`src/rtl/clk_timer_pkg.sv`:
```
// rtl/clk_timer_pkg.sv - state, digit-limit and cursor constants shared by the HH:MM:SS timer
package clk_timer_pkg;

    typedef logic [2:0] state_t;

    localparam state_t ST_IDLE  = 3'd0;
    localparam state_t ST_EDIT  = 3'd1;
    localparam state_t ST_RUN   = 3'd2;
    localparam state_t ST_PAUSE = 3'd3;
    localparam state_t ST_DONE  = 3'd4;

    localparam logic [3:0] DIGIT_MAX_9 = 4'd9;
    localparam logic [3:0] DIGIT_MAX_5 = 4'd5;

    localparam logic [2:0] CUR_SEC1  = 3'd0;
    localparam logic [2:0] CUR_SEC10 = 3'd1;
    localparam logic [2:0] CUR_MIN1  = 3'd2;
    localparam logic [2:0] CUR_MIN10 = 3'd3;
    localparam logic [2:0] CUR_HR1   = 3'd4;
    localparam logic [2:0] CUR_HR10  = 3'd5;

    // Wrap limit of digit idx in the packed {hr_10,hr_1,min_10,min_1,sec_10,sec_1} value
    function automatic logic [3:0] digit_max(input logic [2:0] idx, input logic [3:0] hr10_max);
        case (idx)
            CUR_SEC10, CUR_MIN10: digit_max = DIGIT_MAX_5;
            CUR_HR10:             digit_max = hr10_max;
            CUR_SEC1, CUR_MIN1, CUR_HR1: digit_max = DIGIT_MAX_9;
            default:              digit_max = DIGIT_MAX_9;
        endcase
    endfunction

endpackage

```
`src/rtl/bcd_hms_step.sv`:
```
// rtl/bcd_hms_step.sv - combinational +/-1 on a packed HH:MM:SS BCD value with limit flag
module bcd_hms_step
    import clk_timer_pkg::*;
#(
    parameter int HR10_MAX = 9
) (
    input  logic [23:0] value,
    input  logic        dir_up,
    output logic [23:0] next,
    output logic        at_limit
);

    localparam logic [23:0] MAX_VALUE = {4'(HR10_MAX), 4'd9, 4'd5, 4'd9, 4'd5, 4'd9};

    logic       carry;
    logic [3:0] dig;
    logic [3:0] dmax;

    // carry doubles as borrow; it ripples from sec_1 upward and stops at the first digit that does not wrap
    always_comb begin
        next  = value;
        carry = 1'b1;
        dig   = 4'd0;
        dmax  = 4'd0;
        for (int i = 0; i < 6; i++) begin
            dig  = value[i*4 +: 4];
            dmax = digit_max(3'(i), 4'(HR10_MAX));
            if (carry) begin
                if (dir_up) begin
                    if (dig >= dmax) begin
                        dig = 4'd0;
                    end else begin
                        dig   = dig + 4'd1;
                        carry = 1'b0;
                    end
                end else begin
                    if (dig == 4'd0) begin
                        dig = dmax;
                    end else begin
                        dig   = dig - 4'd1;
                        carry = 1'b0;
                    end
                end
            end
            next[i*4 +: 4] = dig;
        end
        at_limit = dir_up ? (next == MAX_VALUE) : (next == 24'd0);
    end

endmodule

```
`src/rtl/countdown_timer_p.sv`:
```
// rtl/countdown_timer_p.sv - HH:MM:SS BCD countdown/stopwatch with edit cursor; COUNTDOWN_AUTO_RELOAD_EN enables reload-on-expiry
module countdown_timer_p
    import clk_timer_pkg::*;
#(
    parameter int CLK_HZ   = 50_000_000,
    parameter int HR10_MAX = 9
) (
    input  logic       clk,
    input  logic       reset,
    input  logic       btn_start,
    input  logic       btn_modify,
    input  logic       btn_up,
    input  logic       btn_down,
    input  logic       btn_left,
    input  logic       btn_right,
    input  logic       btn_clear,
    input  logic       mode_up,
    output logic [3:0] hr_10,
    output logic [3:0] hr_1,
    output logic [3:0] min_10,
    output logic [3:0] min_1,
    output logic [3:0] sec_10,
    output logic [3:0] sec_1,
    output logic [2:0] cursor,
    output logic [2:0] state,
    output logic       running,
    output logic       expired
);

    localparam int PW = (CLK_HZ > 1) ? $clog2(CLK_HZ) : 1;
    localparam logic [PW-1:0] PRESC_LAST = PW'(CLK_HZ - 1);

    logic [6:0]    btns, btn_q, ev;
    logic [23:0]   value, value_n, preset, preset_n, step_value;
    logic [PW-1:0] presc, presc_n;
    logic [2:0]    cursor_n;
    state_t        state_n;
    logic          mode_q, mode_n, reload_q, reload_n, expired_n, step_limit, tick;
    logic          ev_start, ev_modify, ev_up, ev_down, ev_left, ev_right, ev_clear;
    logic [3:0]    cur_digit, cur_max, edit_digit;

    assign btns = {btn_clear, btn_right, btn_left, btn_down, btn_up, btn_modify, btn_start};
    assign ev   = btns & ~btn_q;
    assign {ev_clear, ev_right, ev_left, ev_down, ev_up, ev_modify, ev_start} = ev;

    assign {hr_10, hr_1, min_10, min_1, sec_10, sec_1} = value;

    assign tick       = (state == ST_RUN) && (presc == PRESC_LAST);
    assign cur_digit  = value[{cursor, 2'b00} +: 4];
    assign cur_max    = digit_max(cursor, 4'(HR10_MAX));
    assign edit_digit = ev_up ? ((cur_digit >= cur_max) ? 4'd0 : cur_digit + 4'd1)
                              : ((cur_digit == 4'd0) ? cur_max : cur_digit - 4'd1);

    bcd_hms_step #(.HR10_MAX(HR10_MAX)) u_step (
        .value    (value),
        .dir_up   (mode_q),
        .next     (step_value),
        .at_limit (step_limit)
    );

    always_comb begin
        state_n  = state;
        value_n  = value;
        preset_n = preset;
        cursor_n = cursor;
        presc_n  = presc;
        mode_n   = mode_q;
        reload_n = 1'b0;
        if (state == ST_RUN) begin
            presc_n = tick ? '0 : presc + PW'(1);
        end
        if (ev_clear) begin
            state_n  = ST_IDLE;
            value_n  = '0;
            preset_n = '0;
            presc_n  = '0;
            cursor_n = CUR_SEC1;
        end else begin
            case (state)
                ST_IDLE: begin
                    if (ev_start && (mode_up || value != 24'd0)) begin
                        state_n = ST_RUN;
                        presc_n = '0;
                        mode_n  = mode_up;
                    end else if (ev_modify) begin
                        state_n  = ST_EDIT;
                        cursor_n = CUR_SEC1;
                    end
                end
                ST_EDIT: begin
                    if (ev_modify) begin
                        state_n  = ST_IDLE;
                        preset_n = value;
                    end else if (ev_up ^ ev_down) begin
                        value_n[{cursor, 2'b00} +: 4] = edit_digit;
                    end else if (ev_left) begin
                        cursor_n = (cursor == CUR_HR10) ? CUR_SEC1 : cursor + 3'd1;
                    end else if (ev_right) begin
                        cursor_n = (cursor == CUR_SEC1) ? CUR_HR10 : cursor - 3'd1;
                    end
                end
                ST_RUN: begin
                    if (tick) begin
                        value_n = step_value;
                        if (step_limit) begin
`ifdef COUNTDOWN_AUTO_RELOAD_EN
                            if (!mode_q) begin
                                value_n  = preset;
                                reload_n = 1'b1;
                            end else begin
                                state_n = ST_DONE;
                            end
`else
                            state_n = ST_DONE;
`endif
                        end
                    end
                    // a terminal tick wins over a simultaneous pause request
                    if (ev_start && state_n == ST_RUN) begin
                        state_n = ST_PAUSE;
                    end
                end
                ST_PAUSE: begin
                    if (ev_start) begin
                        state_n = ST_RUN;
                    end else if (ev_modify) begin
                        state_n = ST_EDIT;
                    end
                end
                ST_DONE: begin
                    if (ev_start || ev_modify) begin
                        state_n = ST_IDLE;
                        value_n = preset;
                    end
                end
                default: state_n = ST_IDLE;
            endcase
        end
        expired_n = !ev_clear && (((state == ST_DONE) && (state_n == ST_DONE)) || reload_q);
    end

    always_ff @(posedge clk or posedge reset) begin
        if (reset) begin
            btn_q    <= '0;
            value    <= '0;
            preset   <= '0;
            presc    <= '0;
            cursor   <= CUR_SEC1;
            state    <= ST_IDLE;
            mode_q   <= 1'b0;
            reload_q <= 1'b0;
            running  <= 1'b0;
            expired  <= 1'b0;
        end else begin
            btn_q    <= btns;
            value    <= value_n;
            preset   <= preset_n;
            presc    <= presc_n;
            cursor   <= cursor_n;
            state    <= state_n;
            mode_q   <= mode_n;
            reload_q <= reload_n;
            running  <= (state_n == ST_RUN);
            expired  <= expired_n;
        end
    end

endmodule
```
`config.mk`:
```
export PLATFORM = sky130hd
export DESIGN_NAME = countdown_timer_p
export DESIGN_NICKNAME = d
export VERILOG_FILES = /design/src/rtl/clk_timer_pkg.sv /design/src/rtl/bcd_hms_step.sv /design/src/rtl/countdown_timer_p.sv
export SDC_FILE = /design/constraint.sdc
export NUM_CORES = 1
export LEC_CHECK = 0
export CAP_MARGIN = 20
export CORE_ASPECT_RATIO = 1.25
export CORE_MARGIN = 5
export CORE_UTILIZATION = 60
export DETAILED_ROUTE_END_ITERATION = 8
export GPL_TIMING_DRIVEN = 0
export PLACE_DENSITY_LB_ADDON = 0.3
export SYNTH_ARGS = -nofsm -noshare
export SYNTH_HDL_FRONTEND = slang
export SYNTH_HIERARCHICAL = 1
export SYNTH_SLANG_ARGS = --single-unit
```
`constraint.sdc`:
```
create_clock -name clk -period 5.4 [get_ports clk]
set_input_delay 0.54 -clock clk [delete_from_list [all_inputs] [get_ports clk]]
set_output_delay 0.54 -clock clk [all_outputs]
set_load 0.01 [all_outputs]
```
Yosys cells after proc, flatten, opt, wreduce, memory -nomap -nowiden:

Cells that the tools add are included.
Widths: inputs -> output; s select.

* register bits: 90
* bits in latches: 0
* bits in writable memories: 0
* bits in read-only memories: 0
* word-level logic and storage cells: 173
* memories: 0

* add/sub/neg operators: 18
* $mul: 0
* divide/modulo/power cells: 0
* order comparisons: 7
* equal/unequal tests: 20
* shift operators: 3
* multiplexer cells: 84
* bitwise gates (word level): 4
* reductions and logical operators: 28

Operators with widths (number)
* $mux 24: 8
* $mux 26: 5
* $mux 4: 27
* $pmux 24 s3: 1
* $mux 3: 20
* $add 4x1->4 const B: 7
* $logic_not 4->1: 7
* $sub 4x1->4 const B: 7
* $add 26x1->26 const B: 1
* $eq 26x26->1 const B: 1
* $bwmux 24: 1
* $eq 24x24->1 const B: 1
* $logic_not 24->1: 1
* $reduce_bool 24->1: 1
* $shift 4x7->24 const A: 1
* $shiftx 24x6->4: 1
* $shiftx 4x7->24: 1
* $ne 3x3->1 const B: 7
* $mux 1: 20
* $ge 4x4->1 const B: 4
* $eq 3x2->1 const B: 5
* $pmux 3 s5: 1
* $eq 3x3->1 const B: 3
* $ge 4x3->1 const B: 2
* 23 further kinds: 31

Logic depth before layout (Yosys ltp):

Gate-level depths: netlist (run 1).

* depth after elaboration: 22
* mapped depth: 17

Hierarchy:

Netlist (run 1), hierarchy kept.

By module, submodules not included
* countdown_timer_p: instances 1, cells an instance 515, area an instance 4927.2 um^2, seq. area each 2252.2 um^2
* bcd_hms_step: instances 1, cells an instance 246, area an instance 1645.3 um^2, seq. area each 0.0 um^2

Worst setup path after synthesis (run 1):

No wires, ideal clock.

* path kind: reg2reg
* from: register value[0]
* to: register running
* setup time: 0.124 ns
* arrival time: 3.475 ns
* required time: 5.276 ns
* setup slack: 1.801 ns
* cell stages (with the launch flop): 17
* path buffers: 2
* clock period less this slack: 3.599 ns
* path through: dfrtp_1 inv_1 ha_1 buf_4 or3b_4 a31o_1 buf_6 a22oi_2 o211ai_2 nor4_1 or3b_1 or4_1 nor4_2 nand2_1 and2_1 a21oi_1 nor3_1

* elaborated cells on any way between the ends: 36

RTL lines
* from (decl): line countdown_timer_p.sv:34 `logic [23:0] value, value_n, preset, preset_n, step_value;`
* from (signal assigned): line countdown_timer_p.sv:156 `value <= value_n;`
* $ge 4x4->1 / $logic_not 4->1 (equally long branches): line bcd_hms_step.sv:30, bcd_hms_step.sv:37
* $mux 1, on equally long branches: line bcd_hms_step.sv:30, bcd_hms_step.sv:37
* $mux 1 *: line bcd_hms_step.sv:29 `if (dir_up) begin`
* $mux 4 *: line bcd_hms_step.sv:28 `if (carry) begin`
* net step_value[7]: line countdown_timer_p.sv:34
* $eq 24x24->1 / $logic_not 24->1 (equally long branches): line bcd_hms_step.sv:47 `at_limit = dir_up ? (next == MAX_VALUE) : (next == 24'd0);`
* $mux 1 *: line bcd_hms_step.sv:47
* net step_limit: line countdown_timer_p.sv:38 `logic mode_q, mode_n, reload_q, reload_n, expired_n, step_limit, tick;`
* [... 2 more ...]
* $mux 3 *: line countdown_timer_p.sv:79 `case (state)`
* $mux 3 *: line countdown_timer_p.sv:72 `if (ev_clear) begin`
* $eq 3x2->1: line countdown_timer_p.sv:119 `if (ev_start && state_n == ST_RUN) begin`
* $logic_and 1x1->1: line countdown_timer_p.sv:119
* $mux 3 *: line countdown_timer_p.sv:119
* $pmux 3 s5 *: line countdown_timer_p.sv:79
* $mux 3 *: line countdown_timer_p.sv:72
* $eq 3x2->1 *: line countdown_timer_p.sv:163 `running <= (state_n == ST_RUN);`
* to (signal assigned): line countdown_timer_p.sv:163
* to (decl): line countdown_timer_p.sv:26 `output logic running,`

The timed path passes the listed nets; every way through them passes the cells marked *. The select of a mux whose other input is x is not followed.
A chain may end at the register's enable or synchronous reset.

Worst setup path in the final report (run 1):

* from: register value[0]
* to: register state[0]

* elaborated cells on any way between the ends: 35

RTL lines
* $ge 4x4->1 / $logic_not 4->1 (equally long branches): line bcd_hms_step.sv:30, bcd_hms_step.sv:37
* $mux 1, on equally long branches: line bcd_hms_step.sv:30, bcd_hms_step.sv:37
* $mux 1 *: line bcd_hms_step.sv:29
* $mux 4 *: line bcd_hms_step.sv:28
* net step_value[5]: line countdown_timer_p.sv:34
* $eq 24x24->1 / $logic_not 24->1 (equally long branches): line bcd_hms_step.sv:47
* $mux 1 *: line bcd_hms_step.sv:47
* net step_limit: line countdown_timer_p.sv:38
* [... 2 more ...]
* $mux 3 *: line countdown_timer_p.sv:79
* $mux 3 *: line countdown_timer_p.sv:72
* $eq 3x2->1: line countdown_timer_p.sv:119
* $logic_and 1x1->1: line countdown_timer_p.sv:119
* $mux 3 *: line countdown_timer_p.sv:119
* $pmux 3 s5 *: line countdown_timer_p.sv:79
* $mux 3 *: line countdown_timer_p.sv:72
* net state_n[0]: line countdown_timer_p.sv:37 `state_t state_n;`
* to (signal assigned): line countdown_timer_p.sv:160 `state <= state_n;`
* to (decl): line countdown_timer_p.sv:25 `output logic [2:0] state,`

Marks and branches as above.

==> results of run 1 <==
## critical path: stages, from the launching register on
cell and delay (ns):
dfrtp_1 0.58, inv_1 0.18, ha_1 0.15, buf_4 0.14, or3b_4 0.42, a31oi_1 0.58
a21oi_1 0.24, nor4_1 0.36, or3b_1 0.41, or4_1 0.42, nor4_2 0.40, nand2_1 0.12
and2_1 0.21, a21oi_1 0.15, nor2_1 0.06
## sequential cells by signal (all words and copies together), names as in the netlist
signal	cells
btn_q	7
cursor	3
expired	1
mode_q	1
presc	26
preset	24
running	1
state	3
value	24
## area by class of cell
type / instances / area [µm²]
timing repair buffer: 42 / 438
fill: 873 / 3210
tap: 132 / 165
sequential: 90 / 2250
clock buffer: 11 / 243
multi-input combinational: 597 / 4000
inverter: 39 / 149
buffer: 35 / 175
clock inverter: 5 / 38.8
## cell usage in the layout, fill, tap and decap left out, types with 8 or more instances in the layout
cell type | Yosys | final
a211oi_1 | 8 | 8
mux2i_1 | 10 | 10
nand3_1 | 25 | 25
clkbuf_1 | 23 | 24
inv_1 | 39 | 38
xor2_1 | 20 | 20
a22o_1 | 26 | 26
clkdlybuf4s50_1 | 0 | 41
a22oi_1 | 20 | 20
a31oi_1 | 9 | 9
o21ai_1 | 8 | 8
ha_1 | 33 | 33
dfrtp_1 | 90 | 90
nand2_1 | 53 | 53
nand4_1 | 14 | 14
a2bb2oi_1 | 13 | 13
nand2b_1 | 17 | 17
o21ai_0 | 37 | 37
and3_1 | 9 | 9
clkbuf_16 | 0 | 9
nor2b_1 | 9 | 9
a21oi_1 | 49 | 49
nor4_1 | 13 | 13
nor2_1 | 77 | 77
nor3_1 | 16 | 16
## routing by layer
layer	GRT usage, %	wire (µm)	up-vias
met5	0	0	-
met4	16.8	878	0
met3	4.39	1700	81
met2	51.2	9970	417
met1	36.3	7480	3149
li1	-	-	2962
## logic make-up (layout without fill, tap and decap cells)
logic type | after synthesis | after routing | share of synthesized area, %
buffers and inverters | 74 | 132 | 4.89
flip-flops | 90 | 90 | 34.3
XOR/XNOR | 27 | 27 | 3.60
multiplexers | 16 | 16 | 2.55
AND/OR/NAND/NOR | 282 | 282 | 22.5
adder cells (fa/ha/maj) | 33 | 33 | 6.28
AO/OA/AOI/OAI | 239 | 239 | 25.9
## where the power goes
part           total [mW]  switching [mW]  internal [mW]
clock network       0.590           0.263          0.327
logic                1.70            1.07          0.627
registers           0.825          0.0995          0.725
## worst paths after layout
| kind | end | slack [ns] | cells after the start |
|---|---|---|---|
| worst max-delay path | state[0] | 0.85 | 14 |
| worst min-delay path | mode_q | 0.51 | 1 |
| worst max register to register | state[0] | 0.85 | 14 |
| worst min register to register | mode_q | 0.51 | 1 |
| max in group asynchronous | presc[7] | 4.22 | 3 |
| min in group asynchronous | btn_q[2] | 0.56 | 2 |
==> run metrics, run 1 <==
clk buf depth=2; Clk pin slew, worst setup/hold paths=0.07 ns; Max-slew headroom=42.4%; Synth Flop Type=dfrtp_1; hold_buf cts=0; routed vias=6609; GPL Wtd Cong=0.951; RSZ-0062 raised after global routing=no; syn_area_per_cell=8.64 µm²; antenna violations before repair=0; via/cell ratio=6.95; DRT Pass-1 Iters=5; CTS tree=built; crit path DAT=4.79 ns; status=finished, final reports clean; final hold vios=0; Yosys top cell area share=approximately a third; min cycle time layout=~4.6 ns; Worst R2R Start=value[0]; largest net degree at the start of global routing=61; placed cell area=7180 µm²; # IOs=between 40 and 50; Critical Path RT=5.63 ns; Cell Area, Synth=around 6600 µm²; H-tree depth=3; Power per Cell Area=418 nW/µm²; Nets=857; synth warn=6; Clock Sinks=90; 1st-iter DRT viols=700; port buffer count=41; CTS buffer count=9; Hold Slack=0.508 ns; Final setup violation count=0; Crit. End Element=flop; grt total ovfl=0; top-count cell post-synth=dfrtp_1; Wirelength per Cell=21.1 µm; worst slew pin tran=0.858 ns; post-synth cell types=77; Die ar.=~13000 µm²; Peak VDD IR=0.259 mV; HP Start=mode_q; Seq cells post-synth=90; die width=104 µm; share of cells above drive strength 1=6.35%; first-pass GRT wire length=32.7 mm; leading area contributor after synthesis=dfrtp_1; Finished Core Util=69.9%; placed insts=935; fin crit share=84.3%; sequential element share of the synthesized area=34.3%; chip height=127 µm; Pleak=about 3.1 nW; final setup margin=~0.85 ns; std cell rows=42; Startpoint Class=flop; dpl hpwl=14.6 mm; drt total wl=20.0 mm; post-route cell area=7460 µm²; GRT Total Usage=30.0%; Residual DRC=0; Syn-to-layout area delta=13.5%; Setup crit start=value[0]; # resized after CTS=0; EDFF count, synth=0; clock latency on the worst-skew pair=roughly 0.34 ns; dpl ws=just over 1 ns; hold crit path type=reg -> reg; Setup TNS Final=0 ns; CTS root buf=clkbuf_16; vias in the first global route=6486; WS Path Type=reg -> reg; Setup Fix Bufs, Post-CTS=0; ys async rst share=100%; Power, Total=3.12 mW; critical path fanouts, max=14; ranking of synthesized cells by area=dfrtp_1 34%, ha_1 6.3%, nor2_1 4.4%; Cells after Synth=761; pins over their slew limit=0; Cell Count, Final, Fillers Out=951; core box area=approximately 11000 µm²; Synth Net Count=804; synth cell count leaders=90 x dfrtp_1, 77 x nor2_1, 53 x nand2_1, 49 x a21oi_1, 39 x inv_1; Starting Density=61.6%; maximum clock rate=220 MHz; diode count=0; ANT nets after route=0; Max Cap Viol=0; post-route clock skew=0.00692 ns
No activity file was read; power rests on OpenSTA's default activity.
==> inputs of run 2 (changes only) <==
Settings changed: CORE_UTILIZATION 60 to 55.
Clock period 5.4 ns to 3.8 ns, I/O delays scaled along.
==> run metrics, run 2 (synthesis results as in run 1) <==
CTS buffer count=9 (unchanged); Max-slew headroom=44.2% (was 42.4%); post-route cell area=7780 µm² (was 7460 µm²); Residual DRC=0 (unchanged); drt total wl=20.8 mm (was 20.0 mm); Pleak=3.20 nW (was 3.09 nW); Max Cap Viol=0 (unchanged); clock latency on the worst-skew pair=0.35 ns (was 0.34 ns); worst slew pin tran=0.832 ns (was 0.858 ns); Die ar.=14300 µm² (was 13200 µm²); Critical Path RT=4.03 ns (was 5.63 ns); Cell Count, Final, Fillers Out=996 (was 951); port buffer count=41 (unchanged); hold_buf cts=0 (unchanged); CTS root buf=clkbuf_16 (unchanged); RSZ-0062 raised after global routing=yes (was no); Clk pin slew, worst setup/hold paths=0.07 ns (about the same); Largest regs=presc (26), preset (24), value (24) (unchanged); dpl ws=-0.529 ns (was 1.03 ns); commonest non-fill, non-tap cell in the layout=dfrtp_1 (unchanged); share of cells above drive strength 1=12.6% (was 6.35%); final setup margin=-0.0326 ns (was 0.845 ns); first-pass GRT wire length=32.5 mm (was 32.7 mm); routed vias=6714 (was 6609); max FFs per register=26 (unchanged); GPL Wtd Cong=0.923 (was 0.951); grt total ovfl=0 (unchanged); post-route clock skew=0.00627 ns (was 0.00692 ns); Peak VDD IR=0.325 mV (was 0.259 mV); die width=108 µm (was 104 µm); antenna violations before repair=0 (unchanged); core box area=11700 µm² (was 10700 µm²); via/cell ratio=6.74 (was 6.95); chip height=132 µm (was 127 µm); crit path DAT=4.06 ns (was 4.79 ns); Nets=873 (was 857); maximum clock rate=261 MHz (was 220 MHz); Final setup violation count=2 (was 0); GRT Total Usage=28.3% (was 30.0%); Syn-to-layout area delta=18.4% (was 13.5%); Startpoint Class=flop (unchanged); Wirelength per Cell=20.9 µm (was 21.1 µm); placed insts=964 (was 935); H-tree depth=3 (unchanged); placed cell area=7210 µm² (was 7180 µm²); DRT Pass-1 Iters=9 (was 5); largest net degree at the start of global routing=57 (was 61); WS Path Type=reg -> reg (unchanged); R2R Setup Slk=-0.03 ns (was 0.85 ns); std cell rows=44 (was 42); violated checks=negative setup slack; Clock Sinks=90 (unchanged); ANT nets after route=0 (unchanged); Finished Core Util=66.7% (was 69.9%); Crit. End Element=flop (unchanged); most frequent cells in the layout=82 x dfrtp_1, 75 x nor2_1, 53 x nand2_1 (was 90 x dfrtp_1, 77 x nor2_1, 53 x nand2_1); Top reg by flops=presc (unchanged); fin crit share=101% (was 84.3%); min cycle time layout=3.83 ns (was 4.55 ns); pins over their slew limit=0 (unchanged); hold crit path type=in -> async (was reg -> reg); 1st-iter DRT viols=662 (was 700); vias in the first global route=6334 (was 6486); final hold vios=0 (unchanged); clk buf depth=2 (unchanged); status=finished with violations (was finished, final reports clean); # IOs=42 (unchanged); Power per Cell Area=606 nW/µm² (was 418 nW/µm²); CTS tree=built (unchanged); critical path fanouts, max=7 (was 14); Starting Density=56.3% (was 61.6%); diode count=0 (unchanged); dpl hpwl=14.6 mm (about the same)
[run 2: cell count changes in the layout (fill, tap and decap cells not counted), moves of 3 or more]
cell / previous run / this run
a21oi_1: 49 / 46
clkbuf_1: 24 / 19
dfrtp_2: 0 / 8
clkbuf_2: 1 / 4
buf_4: 2 / 17
buf_2: 4 / 7
ha_1: 33 / 30
dfrtp_1: 90 / 82
ha_4: 0 / 3
[run 2: timing repair]
| item | CTS | global route |
|---|---|---|
| pin swaps | 3 | 2 |
| gates resized for setup | 16 | 31 |
| setup buffers | 7 | 9 |
| setup endpoints to repair | 5 | 26 |
| gates cloned | 0 | 1 |
[run 2: worst max-delay path: stages, from the launching register on]
cell and delay (ns):
dfrtp_2 0.43, inv_2 0.08, ha_4 0.13, buf_6 0.11, or3b_4 0.41, a31o_4 0.25
buf_6 0.14, a21oi_4 0.12, a41oi_2 0.06, nor4_2 0.41, or3b_1 0.40, or4_4 0.44
nor4_4 0.23, nand2_1 0.12, and2_4 0.21, a21oi_2 0.13, nor3_1 0.05
[run 2: area by class of cell]
class | count | area [µm²]
Fill cell | 1009 | 3890
Inverter | 39 | 151
Sequential cell | 90 | 2260
Tap cell | 161 | 201
Clock buffer | 10 | 229
Buffer | 34 | 181
Timing Repair Buffer | 59 | 563
Multi-Input combinational cell | 597 | 4140
Clock inverter | 6 | 51.3
[run 2: final timing paths]
path | start | to | cells past startpoint
worst max register to register | value[0] | running | 16
max in group asynchronous | reset | preset[16] | 3
worst min register to register | preset[0] | preset[0] | 1
min in group clk | btn_left | btn_q[4] | 1
worst min-delay path | reset | preset[2] | 2
worst max-delay path | value[0] | running | 16
[run 2: power breakdown]
group | switching, mW | internal (mW)
clock | 0.402 | 0.451
combinational | 1.64 | 1.06
sequential | 0.131 | 1.03
[run 2: layer usage]
layer	part of all wire, %	vias to the layer above	GRT usage (%)
li1	-	3000	-
met1	38	3224	36.0
met2	49	400	47.1
met3	8.7	90	5.14
met4	4.5	0	11.7
met5	0	-	0
[run 2: per-stage QoR]
step | setup TNS (ns) | total power [mW] | hold WS [ns]
floorplan | 0 | 2.82 | 0.411
global placement | -14.46 | 3.43 | 0.489
detailed placement | -1.77 | 3.50 | 0.492
CTS | -0.00158 | 4.47 | 0.431
global route | -0.130 | 4.94 | 0.463
finish | -0.0467 | 4.72 | 0.407
